==> src/rtl/raster_pkg.sv <==
`default_nettype none
// ============================================================================
// raster_pkg : shared triangle widths, scheduler FSM encoding, default watchdog
// Revision   : 1.0
// ============================================================================
package raster_pkg;

  localparam int FIELD_BITS = 16;
  localparam int TRI_BITS   = 9 * FIELD_BITS;

  localparam logic [23:0] TIMEOUT_CYCLES_DEFAULT = 24'd1000000;

  typedef enum logic [1:0] {
    ST_IDLE   = 2'd0,
    ST_SHIFT  = 2'd1,
    ST_WAIT   = 2'd2,
    ST_RETIRE = 2'd3
  } sched_state_e;

endpackage
`default_nettype wire

==> src/rtl/rr_arbiter2.sv <==
`default_nettype none
// ============================================================================
// rr_arbiter2 : two-way round-robin arbiter with a single priority pointer
// Revision    : 1.0
// ============================================================================
module rr_arbiter2 (
  input  logic       CLK,
  input  logic       RST,
  input  logic [1:0] req,
  input  logic       update,
  output logic [1:0] grant
);

  // Index of the requester that wins when both are requesting.
  logic r_ptr;

  always_comb begin
    grant = 2'b00;
    case (req)
      2'b01:   grant = 2'b01;
      2'b10:   grant = 2'b10;
      2'b11:   grant = r_ptr ? 2'b10 : 2'b01;
      default: grant = 2'b00;
    endcase
  end

  // After a grant, priority passes to the requester that did not win.
  always_ff @(posedge CLK or posedge RST) begin
    if (RST) begin
      r_ptr <= 1'b0;
    end else if (update) begin
      r_ptr <= grant[0];
    end
  end

endmodule
`default_nettype wire

==> src/rtl/tri_scheduler.sv <==
`default_nettype none
// ============================================================================
// tri_scheduler : arbitrates two triangle sources, serializes one triangle at a
//                 time to the rasterizer and retires it on done or watchdog
// Revision      : 1.0
// ============================================================================
module tri_scheduler
  import raster_pkg::*;
#(
  parameter logic [23:0] TIMEOUT_CYCLES = TIMEOUT_CYCLES_DEFAULT
) (
  input  logic                CLK,
  input  logic                RST,
  input  logic                REQ0_VALID,
  input  logic [TRI_BITS-1:0] REQ0_TRI,
  output logic                REQ0_READY,
  input  logic                REQ1_VALID,
  input  logic [TRI_BITS-1:0] REQ1_TRI,
  output logic                REQ1_READY,
  output logic                R_START,
  output logic                R_D,
  input  logic                R_DONE,
  output logic                R_FLUSH,
  output logic                BUSY,
  output logic                TRI_DONE,
  output logic                TRI_ID,
  output logic                TIMEOUT_ERR
);

  localparam logic [7:0]  c_last_bit  = 8'(TRI_BITS - 1);
  localparam logic [23:0] c_wdog_last = TIMEOUT_CYCLES - 24'd1;

  sched_state_e        r_state;
  sched_state_e        w_next_state;
  logic [TRI_BITS-1:0] r_shift;
  logic [7:0]          r_bit_cnt;
  logic [23:0]         r_wdog;
  logic                r_tri_id;
  logic                r_timeout;
  logic [1:0]          w_grant;
  logic                w_xfer;
  logic                w_expired;

  assign w_xfer    = (r_state == ST_IDLE) && (w_grant != 2'b00);
  assign w_expired = (r_wdog == c_wdog_last);
  assign TRI_ID    = r_tri_id;

  rr_arbiter2 u_arb (
    .CLK    (CLK),
    .RST    (RST),
    .req    ({REQ1_VALID, REQ0_VALID}),
    .update (w_xfer),
    .grant  (w_grant)
  );

  always_ff @(posedge CLK or posedge RST) begin
    if (RST) begin
      r_state <= ST_IDLE;
    end else begin
      r_state <= w_next_state;
    end
  end

  always_comb begin
    w_next_state = r_state;
    REQ0_READY   = 1'b0;
    REQ1_READY   = 1'b0;
    R_START      = 1'b0;
    R_D          = 1'b0;
    R_FLUSH      = 1'b0;
    TRI_DONE     = 1'b0;
    TIMEOUT_ERR  = 1'b0;
    BUSY         = (r_state != ST_IDLE);
    case (r_state)
      ST_IDLE: begin
        REQ0_READY = w_grant[0];
        REQ1_READY = w_grant[1];
        if (w_xfer) w_next_state = ST_SHIFT;
      end
      ST_SHIFT: begin
        R_START = 1'b1;
        R_D     = r_shift[TRI_BITS-1];
        if (r_bit_cnt == c_last_bit) w_next_state = ST_WAIT;
      end
      ST_WAIT: begin
        // A done arriving on the expiry cycle takes precedence over the timeout.
        if (R_DONE || w_expired) w_next_state = ST_RETIRE;
      end
      ST_RETIRE: begin
        TRI_DONE     = 1'b1;
        TIMEOUT_ERR  = r_timeout;
        R_FLUSH      = r_timeout;
        w_next_state = ST_IDLE;
      end
      default: w_next_state = ST_IDLE;
    endcase
  end

  always_ff @(posedge CLK or posedge RST) begin
    if (RST) begin
      r_shift   <= '0;
      r_bit_cnt <= 8'd0;
      r_wdog    <= 24'd0;
      r_tri_id  <= 1'b0;
      r_timeout <= 1'b0;
    end else begin
      case (r_state)
        ST_IDLE: begin
          if (w_xfer) begin
            r_shift   <= w_grant[1] ? REQ1_TRI : REQ0_TRI;
            r_tri_id  <= w_grant[1];
            r_bit_cnt <= 8'd0;
            r_timeout <= 1'b0;
          end
        end
        ST_SHIFT: begin
          r_shift   <= {r_shift[TRI_BITS-2:0], 1'b0};
          r_bit_cnt <= r_bit_cnt + 8'd1;
          if (r_bit_cnt == c_last_bit) r_wdog <= 24'd0;
        end
        ST_WAIT: begin
          r_wdog    <= r_wdog + 24'd1;
          r_timeout <= w_expired && !R_DONE;
        end
        default: begin
        end
      endcase
    end
  end

endmodule
`default_nettype wire

==> config.mk <==
export PLATFORM = sky130hd
export DESIGN_NAME = tri_scheduler
export DESIGN_NICKNAME = d
export VERILOG_FILES = /design/src/rtl/raster_pkg.sv /design/src/rtl/rr_arbiter2.sv /design/src/rtl/tri_scheduler.sv
export SDC_FILE = /design/constraint.sdc
export NUM_CORES = 1
export LEC_CHECK = 0
export ABC_AREA = 1
export CAP_MARGIN = 20
export CORE_MARGIN = 5
export CORE_UTILIZATION = 52
export CTS_CLUSTER_SIZE = 20
export DETAILED_ROUTE_END_ITERATION = 16
export PLACE_DENSITY = 0.87
export SLEW_MARGIN = 10
export SYNTH_ARGS = -nofsm -noshare
export SYNTH_HDL_FRONTEND = slang
export SYNTH_SLANG_ARGS = --single-unit
==> constraint.sdc <==
create_clock -name CLK -period 14.7 [get_ports CLK]
set_input_delay 4.41 -clock CLK [delete_from_list [all_inputs] [get_ports CLK]]
set_output_delay 4.41 -clock CLK [all_outputs]
set_load 0.02 [all_outputs]
==> results.py, run 1 <==
metrics = {
    "run": {
        "maxCapViolations": 0,
    },
    "setup_path": {
        "critPathMaxStageDelay_ns": 0.56,
        "critPathMaxFanout": 65,
        "criticalPathCategory": "input port to primary output",
        "crit_buf_inv": 4,
        "critical_path_arrival_ns": 6.32,
        "path_common_cell": "clkdlybuf4s50_1",
        "path_cells": "clkdlybuf4s50_1, inv_1, o21ai_4, buf_4, nor2_1, clkdlybuf4s50_1",
        "start_kind": "input port",
        "end_kind": "primary output",
        "worstPathRequired_ns": 10.29,
        "crit_slowest_cell": "clkdlybuf4s50_1",
        "crit_family": "buffers and inverters",
    },
    "floorplan": {
        "start_util_pct": 53.0,
        "dieWidth_um": 151,
        "dieArea_sq_um": 22900,
        "core_area_sq_um": 19600,
        "die_h_um": 151,
        "pin_count": 302,
        "num_rows": 51,
    },
    "drt": {
        "drc": 0,
        "viasPerCell": 5.43,
        "drtIter0Drc": 826,
        "first_pass_iters": 8,
        "drt-total-wl_um": 31000,
        "routedWlPerCell_um": 15.9,
        "vias": 10600,
        "postRouteAntennaNets": 0,
    },
    "clock_tree": {
        "worstSkewPairLatency_ns": 0.42,
        "post_cts_resized": 0,
        "cts.sinks": 181,
        "cts_tree": "built",
        "cts_inserted_buffers": 17,
        "clockBufferDepth": 2,
        "h-tree-depth": 4,
        "root_buffer": "clkbuf_16",
        "clk_pin_slew_ns": 0.06,
        "post_cts_buffers": 0,
        "cts_hold_buf": 0,
    },
    "pwr": {
        "total_power_w": 0.00244,
        "power_density_nw_per_um2": 177,
        "leakage_nw": 6.04,
        "peakVddDrop_mv": 0.208,
    },
    "sta": {
        "slew_headroom_pct": 28.4,
        "min_period_ns": 10.73,
        "tightest_slew_ns": 1.07,
        "hold_violations": 0,
        "min_period_over_period_pct": 73.0,
        "timing.setup.tns_ns": 0,
        "worst_slack_ns": 3.97,
        "grt_setup_unrepaired": "false",
        "setup_viol": 0,
        "skew_ns": 0.0121,
        "slew_viol_final": 0,
        "max_freq_ghz": 0.0932,
    },
    "placement": {
        "gp_congestion": 0.883,
        "io_buffers": 301,
        "post-place-ws_ns": 3.99,
        "placed_area_sq_um": 13200,
        "dp_hpwl_um": 22000,
    },
    "synthesis": {
        "postSynthCellCount": 1450,
        "synth_area_per_cell_sq_um": 7.16,
        "synth_area_sq_um": 10400,
        "synth_top_cell_by_area": "dfrtp_1",
        "synth_area_leaders": "dfrtp_1, nand2_1, o21ai_0",
        "ys_ff_latch": 181,
        "yosysSeqAreaShare_pct": 43.6,
        "synth_top_area_share_pct": 43.6,
        "syn_nets": 1749,
        "yosys_warnings": 0,
        "yosys.cell_types.count": 27,
    },
    "global_route": {
        "grt.total_usage_pct": 26.2,
        "grt_pass1_wl_um": 47900,
        "antenna_found_initial": 1,
        "overflow": 0,
        "grt_pass1_vias": 9931,
        "grt_max_degree": 271,
    },
    "finish": {
        "drive_gt1_share_pct": 3.73,
        "fin_area_sq_um": 13800,
        "nFillCells": 1557,
        "syn_to_final_growth_pct": 33.2,
        "nets": 1977,
        "postLayoutCoreUtil_pct": 70.6,
    },
    "outcome": {
        "status": "finished, final reports clean",
    },
    "worst_hold_path": {
        "worstHoldPathType": "flip-flop to flip-flop",
    },
}
path summary, 6_finish.rpt:
kind	from	endpoint	slack (ns)	depth (start not counted)
max in group asynchronous	RST	r_bit_cnt[5]$_DFFE_PP0P_	9.09	3
worst max register to register	r_state[1]$_DFFE_PP0P_	r_shift[86]$_DFFE_PP0P_	10.80	9
worst max-delay path	REQ0_VALID	REQ1_READY	3.97	6
worst min register to register	r_shift[22]$_DFFE_PP0P_	r_shift[22]$_DFFE_PP0P_	0.49	2
min in group asynchronous	RST	r_shift[75]$_DFFE_PP0P_	4.45	2
worst min-delay path	r_shift[22]$_DFFE_PP0P_	r_shift[22]$_DFFE_PP0P_	0.49	2
routing by layer:
layer | global-route usage [%] | vias to the layer above | wire length [um] | share of wire, %
li1 | - | 5267 | - | -
met1 | 34.0 | 4879 | 12500 | 40
met5 | 0 | - | 0 | 0
met4 | 10.5 | 0 | 865 | 2.8
met2 | 42.9 | 414 | 15200 | 49
met3 | 5.63 | 54 | 2510 | 8.1
where the power goes:
group          total [W]  switching, W  leakage [nW]  internal (W)
registers       0.000850      0.000122          2.24      0.000729
logic            0.00114      0.000735          3.51      0.000409
clock network   0.000449      0.000197         0.279      0.000252
total            0.00244       0.00105          6.04       0.00139
kinds of logic after synthesis:
group	count (synthesis)	synth area share [%]
AOI/OAI and AO/OA	342	17.2
adders and majority gates	6	0.723
DFF	181	43.6
and+or+nand+nor	764	30.6
buffers and inverters	157	7.84
placed cells by master (no fill, tap or decap), types with 2 or more instances in the layout:
master	instances
inv_6	5
o21ai_1	118
o21ai_4	2
clkinv_4	3
bufinv_16	2
dfrtp_1	181
or2_1	3
clkinv_2	2
nand4_1	27
buf_4	8
clkinvlp_4	2
inv_1	52
a21oi_1	40
nand2_1	491
or2_2	15
clkdlybuf4s50_1	301
clkbuf_16	17
nor2_1	71
ha_1	6
nor3_1	4
o21ai_0	158
o211ai_1	18
nand3_1	152
o21ai_2	2
metrics by stage:
step                hold slack, ns  cells
floorplan                    0.447   1450
global placement             0.459   1923
detailed placement           0.470   1924
CTS                          0.486   1955
global route                 0.503   1956
finish                       0.485   1956
worst register-to-register path, stage by stage, from the launching register on:
cell,delay [ns]
dfrtp_1,0.39
inv_1,0.09
ha_1,0.33
buf_4,0.29
inv_6,0.33
buf_4,0.86
buf_4,0.84
nand3_1,0.38
o21ai_0,0.16
o21ai_1,0.08
state kept, by name, summed over array words and instances (netlist names):
signal,flops
r_shift,144
r_timeout,1
TRI_ID,1
r_wdog,24
r_bit_cnt,8
r_state,2
u_arb.r_ptr,1
cell type report:
cell class	count	area, sq um	share of cell area (%)
Multi-Input combinational cell	1112	5050	36.5
Sequential cell	181	4530	32.8
Timing Repair Buffer	311	3120	22.6
Clock buffer	18	429	3.10
Tap cell	265	332	2.40
Inverter	55	219	1.58
Clock inverter	13	149	1.08
Antenna cell	1	2.50	0.0181
synthesized netlist by cell type:
library cell	n
nand4_1	27
or2_2	15
inv_2	2
o21bai_1	1
buf_2	30
a21oi_1	40
a31oi_1	1
nand2_1	491
o21ai_0	158
o21ai_2	3
buf_4	20
or2_1	3
dfrtp_1	181
inv_1	53
buf_1	3
ha_1	6
o21ai_1	118
o31ai_1	1
a21boi_0	1
nor2_1	71
nand3_1	152
buf_6	15
clkbuf_1	34
o21ai_4	1
o211ai_1	18
nand2_2	1
nor3_1	4
No activity file was read; power rests on OpenSTA's default activity.
==> run 2: changes to the inputs <==
Settings changed: CORE_UTILIZATION 52 to 44, PLACE_DENSITY 0.87 to 0.78.
Clock period 14.7 ns to 9.36 ns, I/O delays scaled along.
==> run 2 against run 1 <==
Effect of this change: clock skew is 0.00089 ns higher; clock-buffer cell count is 1 lower; clock power is 57% higher; flip-flop and latch count stayed put; critical endpoint is now REQ0_READY.
==> results.py, run 2 (synthesis gave the netlist of run 1 again) <==
metrics = {
    "pwr": {
        "peakVddDrop_mv": 0.400,
        "leakage_nw": 6.04,
        "power_density_nw_per_um2": 273,
    },
    "setup_path": {
        "worstPathRequired_ns": 6.55,
        "critPathMaxFanout": 4,
        "critical_path_arrival_ns": 4.17,
        "ff2ff_setup_slack_ns": 5.76,
        "criticalPathCategory": "input port to primary output",
        "reg2reg_from": "r_state[1]$_DFFE_PP0P_",
        "start_kind": "input port",
        "timing.rr.end": "r_shift[32]$_DFFE_PP0P_",
        "end_kind": "primary output",
        "ff2ff_path_depth": 9,
    },
    "global_route": {
        "grt_pass1_wl_um": 48300,
        "grt.total_usage_pct": 22.0,
        "grt_max_degree": 271,
        "overflow": 0,
        "grt_pass1_vias": 9834,
        "antenna_found_initial": 1,
    },
    "finish": {
        "nFillCells": 2179,
        "fin_area_sq_um": 13900,
        "final_cell_mix": "nand2_1, clkdlybuf4s50_1, dfrtp_1",
        "syn_to_final_growth_pct": 33.9,
        "drive_gt1_share_pct": 3.84,
        "layout_commonest_cell": "nand2_1",
        "regMostFlops": "r_shift",
        "largest_reg_flops": 144,
        "nets": 1977,
        "reg_top3": "r_shift: 144 flops, r_wdog: 24 flops, r_bit_cnt: 8 flops",
    },
    "placement": {
        "gp_congestion": 0.921,
        "placed_area_sq_um": 13300,
        "io_buffers": 301,
        "dp_hpwl_um": 21300,
    },
    "clock_tree": {
        "cts_hold_buf": 0,
        "post_cts_resized": 0,
        "root_buffer": "clkbuf_16",
        "cts.sinks": 181,
        "cts_inserted_buffers": 17,
        "h-tree-depth": 4,
        "clockBufferDepth": 2,
        "cts_tree": "built",
        "worstSkewPairLatency_ns": 0.43,
        "post_cts_buffers": 0,
        "clk_pin_slew_ns": 0.06,
    },
    "sta": {
        "grt_setup_unrepaired": "false",
        "setup_viol": 0,
        "worst_hold_slack_ns": 0.487,
        "skew_ns": 0.0130,
        "max_freq_ghz": 0.143,
        "hold_violations": 0,
        "slew_viol_final": 0,
        "min_period_over_period_pct": 74.6,
        "tightest_slew_ns": 1.12,
        "min_period_ns": 6.98,
        "timing.setup.tns_ns": 0,
        "slew_headroom_pct": 25.1,
    },
    "floorplan": {
        "pin_count": 302,
        "dieArea_sq_um": 26800,
        "dieWidth_um": 164,
        "core_area_sq_um": 23300,
        "num_rows": 56,
        "start_util_pct": 44.5,
        "die_h_um": 164,
    },
    "run": {
        "maxCapViolations": 0,
    },
    "drt": {
        "drtIter0Drc": 753,
        "routedWlPerCell_um": 15.0,
        "viasPerCell": 5.17,
        "vias": 10400,
        "drc": 0,
        "postRouteAntennaNets": 0,
        "drt-total-wl_um": 30200,
        "first_pass_iters": 5,
    },
    "worst_hold_path": {
        "hold_end": "r_shift[38]$_DFFE_PP0P_",
        "hold_depth": 2,
        "hp-start": "r_shift[38]$_DFFE_PP0P_",
        "worstHoldPathType": "flip-flop to flip-flop",
    },
    "outcome": {
        "status": "finished, final reports clean",
    },
}
==> run 2: per-layer routing <==
metal  part of all wire, %  track usage [%]
met1                    43             29.2
met2                    49             36.8
met3                   6.1             4.31
met4                   1.8             6.02
met5                     0                0
==> run 2: worst max-delay path: stages <==
cell	delay, ns
clkdlybuf4s50_1	0.49
nand2_1	0.10
nand3_1	0.10
inv_1	0.08
clkdlybuf4s50_1	0.59
==> run 2: how the worst max path moves through the flow <==
stage                    start            endpoint  slack (ns)  cells past startpoint
global route        REQ1_VALID          REQ0_READY        2.30                      5
global placement    REQ1_VALID          REQ0_READY        2.38                      5
CTS                 REQ1_VALID          REQ0_READY        2.36                      5
floorplan                  RST  TRI_ID$_DFFE_PP0P_        1.64                      1
detailed placement  REQ1_VALID          REQ0_READY        2.37                      5
finish              REQ1_VALID          REQ0_READY        2.38                      5
==> run 2: final cells by class <==
type	count	area, sq um	area share (%)
Timing Repair Buffer	311	3120	22.4
Antenna cell	1	2.50	0.0180
Inverter	55	219	1.57
Sequential cell	181	4530	32.6
Clock inverter	15	165	1.19
Clock buffer	17	425	3.06
Multi-Input combinational cell	1112	5050	36.3
Tap cell	319	399	2.87
==> run 2: stage by stage <==
stage | util, % | std cells | worst slack (ns) | power, W
6_report | 59.6 | 2011 | 2.38 | 0.00379
5_1_grt | 59.6 | 2011 | 2.30 | 0.00415
4_1_cts | 59.5 | 2009 | 2.36 | 0.00383
3_5_place_dp | 57.0 | 1977 | 2.37 | 0.00311
3_3_place_gp | 57.0 | 1977 | 2.38 | 0.00304
2_1_floorplan | - | 1450 | 1.64 | 0.00271
==> run 2: power breakdown <==
group | total (W) | leakage (nW) | internal (W) | switching [W]
Sequential | 0.00132 | 2.24 | 0.00114 | 0.000181
Clock | 0.000705 | 0.283 | 0.000358 | 0.000346
Combinational | 0.00176 | 3.51 | 0.000642 | 0.00112
==> run 3: changes to the inputs <==
Settings changed: CORE_UTILIZATION 44 to 48, PLACE_DENSITY 0.78 to 0.81.
Clock period 9.36 ns to 6.5 ns, I/O delays scaled along.
==> run 3 against run 2 <==
Effect of this change: hold slack got worse by 0.0013 ns; design area down 0.55%; setup slack worse by 1.2 ns; critical path type unchanged.
==> results.py, run 3 (synthesis gave the netlist of run 1 again) <==
metrics = {
    "global_route": {
        "overflow": 0,
        "antenna_found_initial": 2,
        "grt_pass1_vias": 9466,
        "grt_max_degree": 219,
        "grt.total_usage_pct": 23.6,
        "grt_pass1_wl_um": 47300,
    },
    "placement": {
        "placed_area_sq_um": 13300,
        "placedCellCount": 1934,
        "io_buffers": 301,
        "gp_congestion": 0.878,
        "dp_hpwl_um": 21200,
    },
    "finish": {
        "final_cells": 1967,
        "syn_to_final_growth_pct": 33.2,
        "layout_commonest_cell": "nand2_1",
        "final_cell_mix": "nand2_1, clkdlybuf4s50_1, dfrtp_1",
        "largest_reg_flops": 144,
        "nets": 1977,
        "drive_gt1_share_pct": 3.84,
        "fin_area_sq_um": 13800,
        "reg_top3": "r_shift: 144 flops, r_wdog: 24 flops, r_bit_cnt: 8 flops",
        "regMostFlops": "r_shift",
        "postLayoutCoreUtil_pct": 65.4,
    },
    "floorplan": {
        "num_rows": 53,
        "dieWidth_um": 157,
        "dieArea_sq_um": 24700,
        "core_area_sq_um": 21200,
        "pin_count": 302,
        "die_h_um": 157,
        "start_util_pct": 49.1,
    },
    "setup_path": {
        "timing.rr.end": "r_bit_cnt[7]$_DFFE_PP0P_",
        "crit_buf_inv": 3,
        "reg2reg_from": "r_state[1]$_DFFE_PP0P_",
        "ff2ff_path_depth": 9,
        "crit_family": "buffers and inverters",
        "criticalPathCategory": "input port to primary output",
        "startpoint": "REQ1_VALID",
        "path_common_cell": "clkdlybuf4s50_1",
        "crit_slowest_cell": "clkdlybuf4s50_1",
        "critPathMaxFanout": 4,
        "critical_path_arrival_ns": 3.33,
        "ff2ff_setup_slack_ns": 3.58,
        "end_kind": "primary output",
        "path_cells": "clkdlybuf4s50_1, nand2_1, nand3_1, inv_1, clkdlybuf4s50_1",
        "critPathMaxStageDelay_ns": 0.60,
        "start_kind": "input port",
        "worstPathRequired_ns": 4.55,
    },
    "sta": {
        "setup_viol": 0,
        "timing.setup.tns_ns": 0,
        "hold_violations": 0,
        "min_period_over_period_pct": 81.2,
        "min_period_ns": 5.28,
        "grt_setup_unrepaired": "false",
        "worst_hold_slack_ns": 0.486,
        "slew_headroom_pct": 29.0,
        "tightest_slew_ns": 1.07,
        "slew_viol_final": 0,
        "max_freq_ghz": 0.189,
        "skew_ns": 0.0107,
    },
    "clock_tree": {
        "clockBufferDepth": 2,
        "h-tree-depth": 4,
        "clk_pin_slew_ns": 0.07,
        "worstSkewPairLatency_ns": 0.43,
        "cts_tree": "built",
        "cts_hold_buf": 0,
        "root_buffer": "clkbuf_16",
        "cts_inserted_buffers": 17,
        "cts.sinks": 181,
        "post_cts_buffers": 0,
        "post_cts_resized": 0,
    },
    "worst_hold_path": {
        "hp-start": "r_shift[24]$_DFFE_PP0P_",
        "hold_depth": 2,
        "hold_end": "r_shift[24]$_DFFE_PP0P_",
        "worstHoldPathType": "flip-flop to flip-flop",
    },
    "pwr": {
        "peakVddDrop_mv": 0.479,
        "leakage_nw": 6.03,
        "power_density_nw_per_um2": 394,
    },
    "drt": {
        "first_pass_iters": 7,
        "vias": 10400,
        "drt-total-wl_um": 30200,
        "viasPerCell": 5.27,
        "routedWlPerCell_um": 15.3,
        "postRouteAntennaNets": 0,
        "drtIter0Drc": 871,
        "drc": 0,
    },
    "outcome": {
        "status": "finished, final reports clean",
    },
    "run": {
        "maxCapViolations": 0,
    },
}
==> run 3: cell count changes in the layout (fill, tap and decap cells not counted), sizes merged <==
| cell | previous run | this run |
|---|---|---|
| inv | 61 | 60 |
| clkbuf | 17 | 18 |
==> run 3: layout make-up <==
class                           count  area, sq um
Sequential cell                   181         4530
Fill cell                        1805         7320
Clock buffer                       18          439
Clock inverter                     14          139
Antenna cell                        1         2.50
Multi-Input combinational cell   1112         5050
Tap cell                          275          344
Inverter                           55          218
Timing Repair Buffer              311         3110
==> run 3: metrics by stage <==
step	setup WS, ns	power [W]
finish	1.22	0.00545
global route	1.11	0.00595
CTS	1.21	0.00549
detailed placement	1.22	0.00447
global placement	1.23	0.00437
floorplan	1.92	0.00390
==> run 3: report_power, final <==
part	leakage (nW)	internal, W	total [W]	switching [W]
registers	2.24	0.00165	0.00191	0.000262
clock network	0.282	0.000519	0.00100	0.000483
logic	3.50	0.000919	0.00254	0.00162
total	6.03	0.00308	0.00545	0.00236
==> run 3: worst max-delay path by stage <==
stage | endpoint | depth (start not counted)
floorplan | REQ1_READY | 5
global placement | REQ0_READY | 5
detailed placement | REQ0_READY | 5
CTS | REQ0_READY | 5
global route | REQ0_READY | 5
finish | REQ0_READY | 5
==> run 3: tightest hold or removal path, stage by stage (launching register included) <==
cell,delay [ns]
dfrtp_1,0.34
nand2_1,0.05
o21ai_0,0.06
==> run 3: metal layers <==
metal	share of wire (%)	global-route usage [%]	up-vias
met5	0.036	0	-
met4	1.6	6.39	2
met3	6.9	5.17	29
met2	49	38.2	325
met1	43	32.2	4729
li1	-	-	5272
